`src/rtl/sa_pkg.sv`:
```
// Shared types and defaults for the result return path (FSM states, framing constants).
// Latency: n/a. Backpressure: n/a.
package sa_pkg;

  typedef enum logic [1:0] {
    IDLE,
    ISSUE,
    WAIT,
    DONE
  } state_t;

  localparam logic [7:0] HDR_BYTE_DEF   = 8'hA5;
  localparam int         W_RES_DEF      = 32;
  localparam int         W_DATA_DEF     = 8;
  localparam int         BYTES_PER_WORD = W_RES_DEF / W_DATA_DEF;

endpackage

```
`src/rtl/result_uart_serializer_word_lane_mux.sv`:
```
// Purpose: pick byte (word, lane) out of the captured result vector.
// Latency: combinational. Backpressure: none, pure select.
module word_lane_mux
  import sa_pkg::*;
#(
  parameter int COL    = 32,
  parameter int W_RES  = W_RES_DEF,
  parameter int W_DATA = W_DATA_DEF,
  parameter int WORD_W = 5,
  parameter int LANE_W = 2
) (
  input  logic [COL*W_RES-1:0] shadow,
  input  logic [WORD_W-1:0]    word,
  input  logic [LANE_W-1:0]    lane,
  output logic [W_DATA-1:0]    sel_byte
);

  logic [W_RES-1:0] word_dat;

  always_comb begin
    word_dat = shadow[word * W_RES +: W_RES];
    sel_byte = word_dat[lane * W_DATA +: W_DATA];
  end

endmodule

```
`src/rtl/result_uart_serializer.sv`:
```
// Purpose: capture COL result words and stream them to uart_tx as [HDR] payload [XOR CSUM].
// Latency: first o_tx_dv one cycle after i_load; each later byte one cycle after i_tx_done.
// Backpressure: holds a byte in ISSUE while i_tx_active; loads while busy are dropped (o_drop).
module result_uart_serializer
  import sa_pkg::*;
#(
  parameter int                COL        = 32,
  parameter int                W_RES      = W_RES_DEF,
  parameter int                W_DATA     = W_DATA_DEF,
  parameter logic [W_DATA-1:0] HDR_BYTE   = W_DATA'(HDR_BYTE_DEF),
  parameter int                SEND_FRAME = 1
) (
  input  logic                 i_clk,
  input  logic                 i_rst_l,
  input  logic                 i_load,
  input  logic [COL*W_RES-1:0] i_results,
  input  logic                 i_tx_active,
  input  logic                 i_tx_done,
  output logic                 o_tx_dv,
  output logic [W_DATA-1:0]    o_tx_byte,
  output logic                 o_busy,
  output logic                 o_done,
  output logic                 o_drop
);

  localparam int BPW    = W_RES / W_DATA;
  localparam int NBYTES = COL * BPW + 2 * SEND_FRAME;
  localparam int IDX_W  = $clog2(NBYTES + 1);
  localparam int WORD_W = (COL > 1) ? $clog2(COL) : 1;
  localparam int LANE_W = (BPW > 1) ? $clog2(BPW) : 1;

  state_t               state_q, state_d;
  logic [COL*W_RES-1:0] shadow_q;
  logic [IDX_W-1:0]     idx_q;
  logic [WORD_W-1:0]    word_q;
  logic [LANE_W-1:0]    lane_q;
  logic [W_DATA-1:0]    csum_q;
  logic                 dv_q;
  logic                 drop_q;

  logic                 is_hdr, is_csum, is_last;
  logic [W_DATA-1:0]    payload_byte, cur_byte;
  logic                 issue, load_acc, advance;

  word_lane_mux #(
    .COL   (COL),
    .W_RES (W_RES),
    .W_DATA(W_DATA),
    .WORD_W(WORD_W),
    .LANE_W(LANE_W)
  ) u_mux (
    .shadow  (shadow_q),
    .word    (word_q),
    .lane    (lane_q),
    .sel_byte(payload_byte)
  );

  // Header and checksum positions are flags on idx; payload bytes come from the word/lane pair.
  always_comb begin
    is_last  = (idx_q == IDX_W'(NBYTES - 1));
    is_hdr   = (SEND_FRAME != 0) && (idx_q == '0);
    is_csum  = (SEND_FRAME != 0) && is_last;
    cur_byte = payload_byte;
    if (is_hdr)       cur_byte = HDR_BYTE;
    else if (is_csum) cur_byte = csum_q;
  end

  // dv_q is armed one cycle ahead so the strobe itself comes from a flop.
  always_comb begin
    state_d  = state_q;
    issue    = 1'b0;
    load_acc = 1'b0;
    advance  = 1'b0;
    case (state_q)
      IDLE: begin
        if (i_load) begin
          load_acc = 1'b1;
          issue    = !i_tx_active;
          state_d  = ISSUE;
        end
      end
      ISSUE: begin
        if (dv_q)              state_d = WAIT;
        else if (!i_tx_active) issue   = 1'b1;
      end
      WAIT: begin
        if (i_tx_done) begin
          advance = 1'b1;
          if (is_last) begin
            state_d = DONE;
          end else begin
            state_d = ISSUE;
            issue   = !i_tx_active;
          end
        end
      end
      DONE: state_d = IDLE;
      default: state_d = IDLE;
    endcase
  end

  always_ff @(posedge i_clk) begin
    if (!i_rst_l) begin
      state_q  <= IDLE;
      shadow_q <= '0;
      idx_q    <= '0;
      word_q   <= '0;
      lane_q   <= '0;
      csum_q   <= '0;
      dv_q     <= 1'b0;
      drop_q   <= 1'b0;
    end else begin
      state_q <= state_d;
      dv_q    <= issue;
      drop_q  <= i_load && (state_q != IDLE);
      if (load_acc) begin
        shadow_q <= i_results;
        idx_q    <= '0;
        word_q   <= '0;
        lane_q   <= '0;
        csum_q   <= '0;
      end
      if (advance) begin
        idx_q <= idx_q + 1'b1;
        if (!is_hdr && !is_csum) begin
          csum_q <= csum_q ^ payload_byte;
          if (lane_q == LANE_W'(BPW - 1)) begin
            lane_q <= '0;
            word_q <= word_q + 1'b1;
          end else begin
            lane_q <= lane_q + 1'b1;
          end
        end
      end
    end
  end

  assign o_tx_dv   = dv_q;
  assign o_tx_byte = (state_q == IDLE) ? '0 : cur_byte;
  assign o_busy    = (state_q != IDLE);
  assign o_done    = (state_q == DONE);
  assign o_drop    = drop_q;

endmodule

```
`config.mk`:
```
export PLATFORM = sky130hd
export DESIGN_NAME = result_uart_serializer
export DESIGN_NICKNAME = d
export VERILOG_FILES = /design/src/rtl/sa_pkg.sv /design/src/rtl/result_uart_serializer_word_lane_mux.sv /design/src/rtl/result_uart_serializer.sv
export SDC_FILE = /design/constraint.sdc
export NUM_CORES = 2
export LEC_CHECK = 0
export CAP_MARGIN = 25
export CELL_PAD_IN_SITES_DETAIL_PLACEMENT = 1
export CELL_PAD_IN_SITES_GLOBAL_PLACEMENT = 1
export CORE_AREA = 2 2 407 409
export DETAILED_ROUTE_END_ITERATION = 8
export DIE_AREA = 0 0 409 411
export DONT_BUFFER_PORTS = 1
export GPL_TIMING_DRIVEN = 1
export PLACE_DENSITY = 0.51
export SYNTH_ARGS = -nofsm -noshare
export SYNTH_HDL_FRONTEND = slang
export SYNTH_SLANG_ARGS = --single-unit
```
`constraint.sdc`:
```
create_clock -name i_clk -period 6.8 [get_ports i_clk]
set_input_delay 1.36 -clock i_clk [delete_from_list [all_inputs] [get_ports i_clk]]
set_output_delay 1.36 -clock i_clk [all_outputs]
set_load 0.05 [all_outputs]
```
# ---- Yosys cells after proc, flatten, opt, wreduce, memory -nomap -nowiden
# Index checks and enable logic that the tools add are counted.
dict set report op_classes {
  add_sub_neg 3
  multipliers 0
  div 0
  order_cmp 0
  eq_ne 8
  shift 2
  muxes 31
  bitwise_logic 1
  n_reduce_logical 10
}
# cell n
set op_table {}
lappend op_table {{1024-bit by 11-bit indexed part select with 32-bit output} 1}
lappend op_table {{8-bit 2-to-1 mux} 8}
lappend op_table {{32-bit by 6-bit indexed part select with 8-bit output} 1}
lappend op_table {{5-bit 2-to-1 mux} 4}
lappend op_table {{2-bit 2-to-1 mux} 8}
lappend op_table {{1-bit 2-to-1 mux} 9}
lappend op_table {{8-bit by 1-bit adder with 8-bit output (second input constant)} 1}
lappend op_table {{8-bit equality test (second input constant)} 1}
lappend op_table {{8-bit logical NOT} 1}
lappend op_table {{2-bit case mux with 4 select lines} 1}
lappend op_table {{8-bit XOR} 1}
lappend op_table {{2-bit equality test (second input constant)} 3}
lappend op_table {{2-bit != test (second input constant)} 3}
lappend op_table {{5-bit by 1-bit adder with 5-bit output (second input constant)} 1}
lappend op_table {{2-bit nonzero test} 2}
lappend op_table {{1-bit logical NOT} 3}
lappend op_table {{1-bit case mux with 3 select lines} 1}
lappend op_table {{3-bit AND reduction} 1}
lappend op_table {{2-bit by 1-bit adder with 2-bit output (second input constant)} 1}
lappend op_table {{2-bit by 1-bit equality test with 1-bit output (second input constant)} 1}
lappend op_table {{1-bit logical AND} 2}
lappend op_table {{2-bit logical NOT} 1}
dict set report totals {
  ff_bits 1051
  latch_bits 0
  mem_bits_rw 0
  mem_bits_ro 0
  in_bits 1029
  output_inout_bits 12
  memories 0
}

# ---- Logic depth before layout (Yosys ltp)
dict set report logic_depth {
  word_depth 6
  ltp_mapped 13
  mapped_depth_nobuf 9
}

# ---- Cells and area by module
# Synthesis repeated with hierarchy kept, for this count alone.
dict set report unflattened {
  hier_cells 5024
  area_unflattened_um2 44377.6
}
# module instances cells_per_inst area_each_um2 seq_area_each_um2
set by_module_without_submodules {}
lappend by_module_without_submodules {result_uart_serializer 1 4604 36371.1 21040.2}
lappend by_module_without_submodules {word_lane_mux 1 420 8006.4 0.0}

# ---- Worst setup path after synthesis
# OpenSTA, ideal clock, no wires.
dict set report synth_path {
  path_kind {flip-flop to output port}
  from {reg word_q[0]}
  to {out o_tx_byte[7]}
  t_arrival_ns 2.822
  required_time_ns 5.440
  setup_slack_ns 2.618
  path_stages_with_launch 13
  path_buffers 6
  cell_sequence {dfxtp_1 buf_6 buf_12 buf_12 buf_8 buf_8 buf_12 mux2i_1 a221oi_1 a21oi_1 o31a_2 and2_4 a21oi_1}
}
dict set report synth_via {
  elab_chain_cells 5
}
# element line
set synth_rtl {}
lappend synth_rtl {{start: declaration} result_uart_serializer.sv:35} ;# logic [WORD_W-1:0] word_q;
lappend synth_rtl {{start signal: assignment} result_uart_serializer.sv:129} ;# word_q <= word_q + 1'b1;
lappend synth_rtl {{1024-bit by 11-bit indexed part select with 32-bit output} result_uart_serializer_word_lane_mux.sv:21} ;# word_dat = shadow[word * W_RES +: W_RES];
lappend synth_rtl {{32-bit by 6-bit indexed part select with 8-bit output} result_uart_serializer_word_lane_mux.sv:22} ;# sel_byte = word_dat[lane * W_DATA +: W_DATA];
lappend synth_rtl {{8-bit 2-to-1 mux} result_uart_serializer.sv:65} ;# else if (is_csum) cur_byte = csum_q;
lappend synth_rtl {{8-bit 2-to-1 mux} result_uart_serializer.sv:64} ;# if (is_hdr) cur_byte = HDR_BYTE;
lappend synth_rtl {{8-bit 2-to-1 mux} result_uart_serializer.sv:139} ;# assign o_tx_byte = (state_q == IDLE) ? '0 : cur_byte;
lappend synth_rtl {{end: declaration} result_uart_serializer.sv:20} ;# output logic [W_DATA-1:0] o_tx_byte,
# No other way between the ends.

# ---- Worst setup path after layout
dict set report layout_path {
  from {reg word_q[1]}
  to {out o_tx_byte[5]}
}
# The elaborated chain is that of the path after synthesis.

==> results.toml <==
[status]
outcome = "complete, no violations"

[finish]
drive_gt1_frac = 0.0839
regArea_um2 = 21100
most-common-layout-cells = "2093 x nand2_1, 1098 x a21oi_1, 1046 x dfxtp_1"
fill_cells = 19100
nets = 6199
synthToLayoutAreaGrowth_pct = 13.4
fin_area_um2 = 51100
multi_input_area_um2 = 21900
layout_commonest_cell = "nand2_1"

[synthesis]
yosysUniqueCellTypes = 56
synth_seq_cells = 1051
avgSynthCellArea_um2 = 8.30
syn_area_um2 = 45000
synth_top_area_frac = 0.467
synth_edf_count = 0
synth_flop_cell = "dfxtp_1"
ys_seq_area_frac = 0.467
ys_warn_count = 0
synth_area_leaders = "dfxtp_1 47%, nand2_1 17%, a21oi_1 12%"
yosys.area.top_type = "dfxtp_1"
synth.net_count = 6454
syn_inst = 5420
async_flop_share = 0

[cts]
cts_tree = "built"
clockBufferDepth = 3
cts_resized = 0
clock_tree.root_cell = "clkbuf_16"
numClockSinks = 1051
numCtsBuffers = 133
clk_pin_slew_worst_paths_ns = 0.06
post_cts_buffers = 0
cts_hold_repair.buffers = 0
h-tree-depth = 4
clk_latency_ns = 0.77

[job]
max-cap-violations = 0

[timing]
fin_crit_ns = 6.02
hold_ws_ns = 0.451
finalSetupTns_ns = 0
rsz0062_at_grt = "no"
hold_viol_final = 0
final-setup-viol-count = 0
drv_slew = 0
skew_ns = 0.0251
max_slew_margin = 0.119
fin_crit_sh = 0.885
max_freq_ghz = 0.166
tightestPinTransition_ns = 1.32

[floorplanning]
core_area_um2 = 164000
die-area_um2 = 168000
start_util = 0.275
core.rowCount = 149
die_w_um = 409
ioPinCount = 1041
die_h_um = 411

[setup_path]
critPathMaxFanout = 27
critPathArrivalTime_ns = 4.66
cpMostUsedCell = "buf_4"
crit_required_ns = 5.44
worstSetupStartpointType = "flip-flop"
criticalPathCategory = "flip-flop to output pin"
cp_cell_sequence = "buf_4 -> nor2b_4 -> a22oi_1 -> nand3_1 -> a221oi_1 -> o21bai_1 -> and2_4 -> a21oi_1 -> buf_4"
worstSetupEndpointType = "output pin"
cp_slowest_stage_delay_ns = 0.83
slowest_stage = "nor2b_4"

[global_routing]
grt_max_degree = 221
grt_pass1_vias = 39000
overflow = 0
grt_use_total = 0.256
grt_pass1_wl_um = 307000
antenna_found_initial = 88

[routing]
drc = 0
vias_per_cell = 5.17
wl_per_cell_um = 29.9
wirelength_um = 224000
drt_pre_antenna_iters = 7
ant_nets = 0
first_iter_violations = 2930
vias = 38700

[power_and_ir_drop]
clockPowerShare = 0.475
power_frac_comb = 0.089
p_sw_frac = 0.268
p_int_mw = 11.4
irDropWorstVdd_uv = 237
pwr_density_cell_nw_per_um2 = 306
leakage_nw = 17.6
p_seq_frac = 0.436
p_sw_mw = 4.19

[placed_design]
port_buffers = 0
gp_congestion = 0.859
dp_hpwl_um = 170000
place_area_um2 = 46500

[worst_hold_path]
hold_class = "flip-flop to flip-flop"
==> cell type report <==
type / instances / area share
multi-input combinational: 3906 / 0.428
sequential: 1051 / 0.412
clock buffer: 198 / 0.0770
tap: 2189 / 0.0536
timing repair buffer: 63 / 0.0145
clock inverter: 41 / 0.0116
antenna: 33 / 0.00162
inverter: 10 / 0.000882
==> registers in the layout (all words and copies together), names as in the netlist <==
signal    cells
state_q       2
csum_q        8
o_drop        1
o_tx_dv       1
idx_q         8
shadow_q   1024
lane_q        2
word_q        5
==> kinds of logic (layout without fill, tap and decap cells) <==
logic type               after synthesis  count (layout)  share of synthesized area
AO/OA/AOI/OAI                       1284            1284                      0.155
adder cells (fa/ha/maj)                5               5                    0.00139
buffers and inverters                463             312                     0.0477
flip-flops                          1051            1051                      0.467
multiplexers                         383             383                      0.137
other                                  0              33                          0
AND/OR/NAND/NOR                     2234            2234                      0.191
==> worst max-delay path: cells and delay by family, from the launching register on <==
kind	cells	cell delay (ns)
AOI/OAI and AO/OA	4	0.94
and+or+nand+nor	3	1.41
buffers and inverters	2	0.77
DFF	1	0.68
==> per-stage QoR <==
stage / std cells / util / total power [mW] / setup WS [ns]
after floorplan: 5420 / - / 7.72 / 2.62
after global placement: 7219 / 0.283 / 8.31 / 1.54
after detailed placement: 7219 / 0.283 / 8.33 / 1.57
after CTS: 7458 / 0.311 / 15.8 / 0.749
after global routing: 7481 / 0.311 / 16.2 / 0.674
final: 7491 / 0.312 / 15.6 / 0.779
==> metal layers <==
metal / track usage / up-vias / wire [um]
met1: 0.320 / 19400 / 95400
met2: 0.433 / 1069 / 109000
met4: 0.0716 / 62 / 5730
met3: 0.0683 / 281 / 14200
li1: - / 18000 / -
met5: 0 / - / 380
==> cells in the mapped netlist (10+ instances only) <==
cell type,count
clkbuf_1,359
mux2i_1,191
nor2_1,35
buf_1,32
dfxtp_1,1051
buf_6,18
mux2_2,22
a21oi_1,1099
inv_1,10
a221o_1,11
o221ai_1,34
a221oi_1,17
mux4_2,121
o211ai_1,11
nand2b_1,10
nand2_1,2094
mux4_1,49
a22oi_1,24
o21ai_0,10
buf_2,22
buf_8,15
or3_1,10
nand3_1,43
o22ai_1,31
==> power by group through the flow <==
| stage | Combinational (mW) | Clock, mW | Sequential (mW) |
|---|---|---|---|
| after floorplan | 0.925 | 0 | 6.80 |
| after global placement | 1.38 | 0 | 6.92 |
| after detailed placement | 1.41 | 0 | 6.92 |
| after CTS | 1.41 | 7.59 | 6.79 |
| after global routing | 1.54 | 7.83 | 6.83 |
| final | 1.39 | 7.41 | 6.80 |
==> final timing paths <==
| check | startpoint | endpoint | slack (ns) | cells after the start |
|---|---|---|---|---|
| worst max-delay path | word_q[1] | o_tx_byte[5] | 0.78 | 9 |
| worst min-delay path | shadow_q[361] | shadow_q[361] | 0.45 | 2 |
| worst max register to register | word_q[1] | csum_q[6] | 3.10 | 8 |
| worst min register to register | shadow_q[361] | shadow_q[361] | 0.45 | 2 |
(Power assumes the default switching activity.)
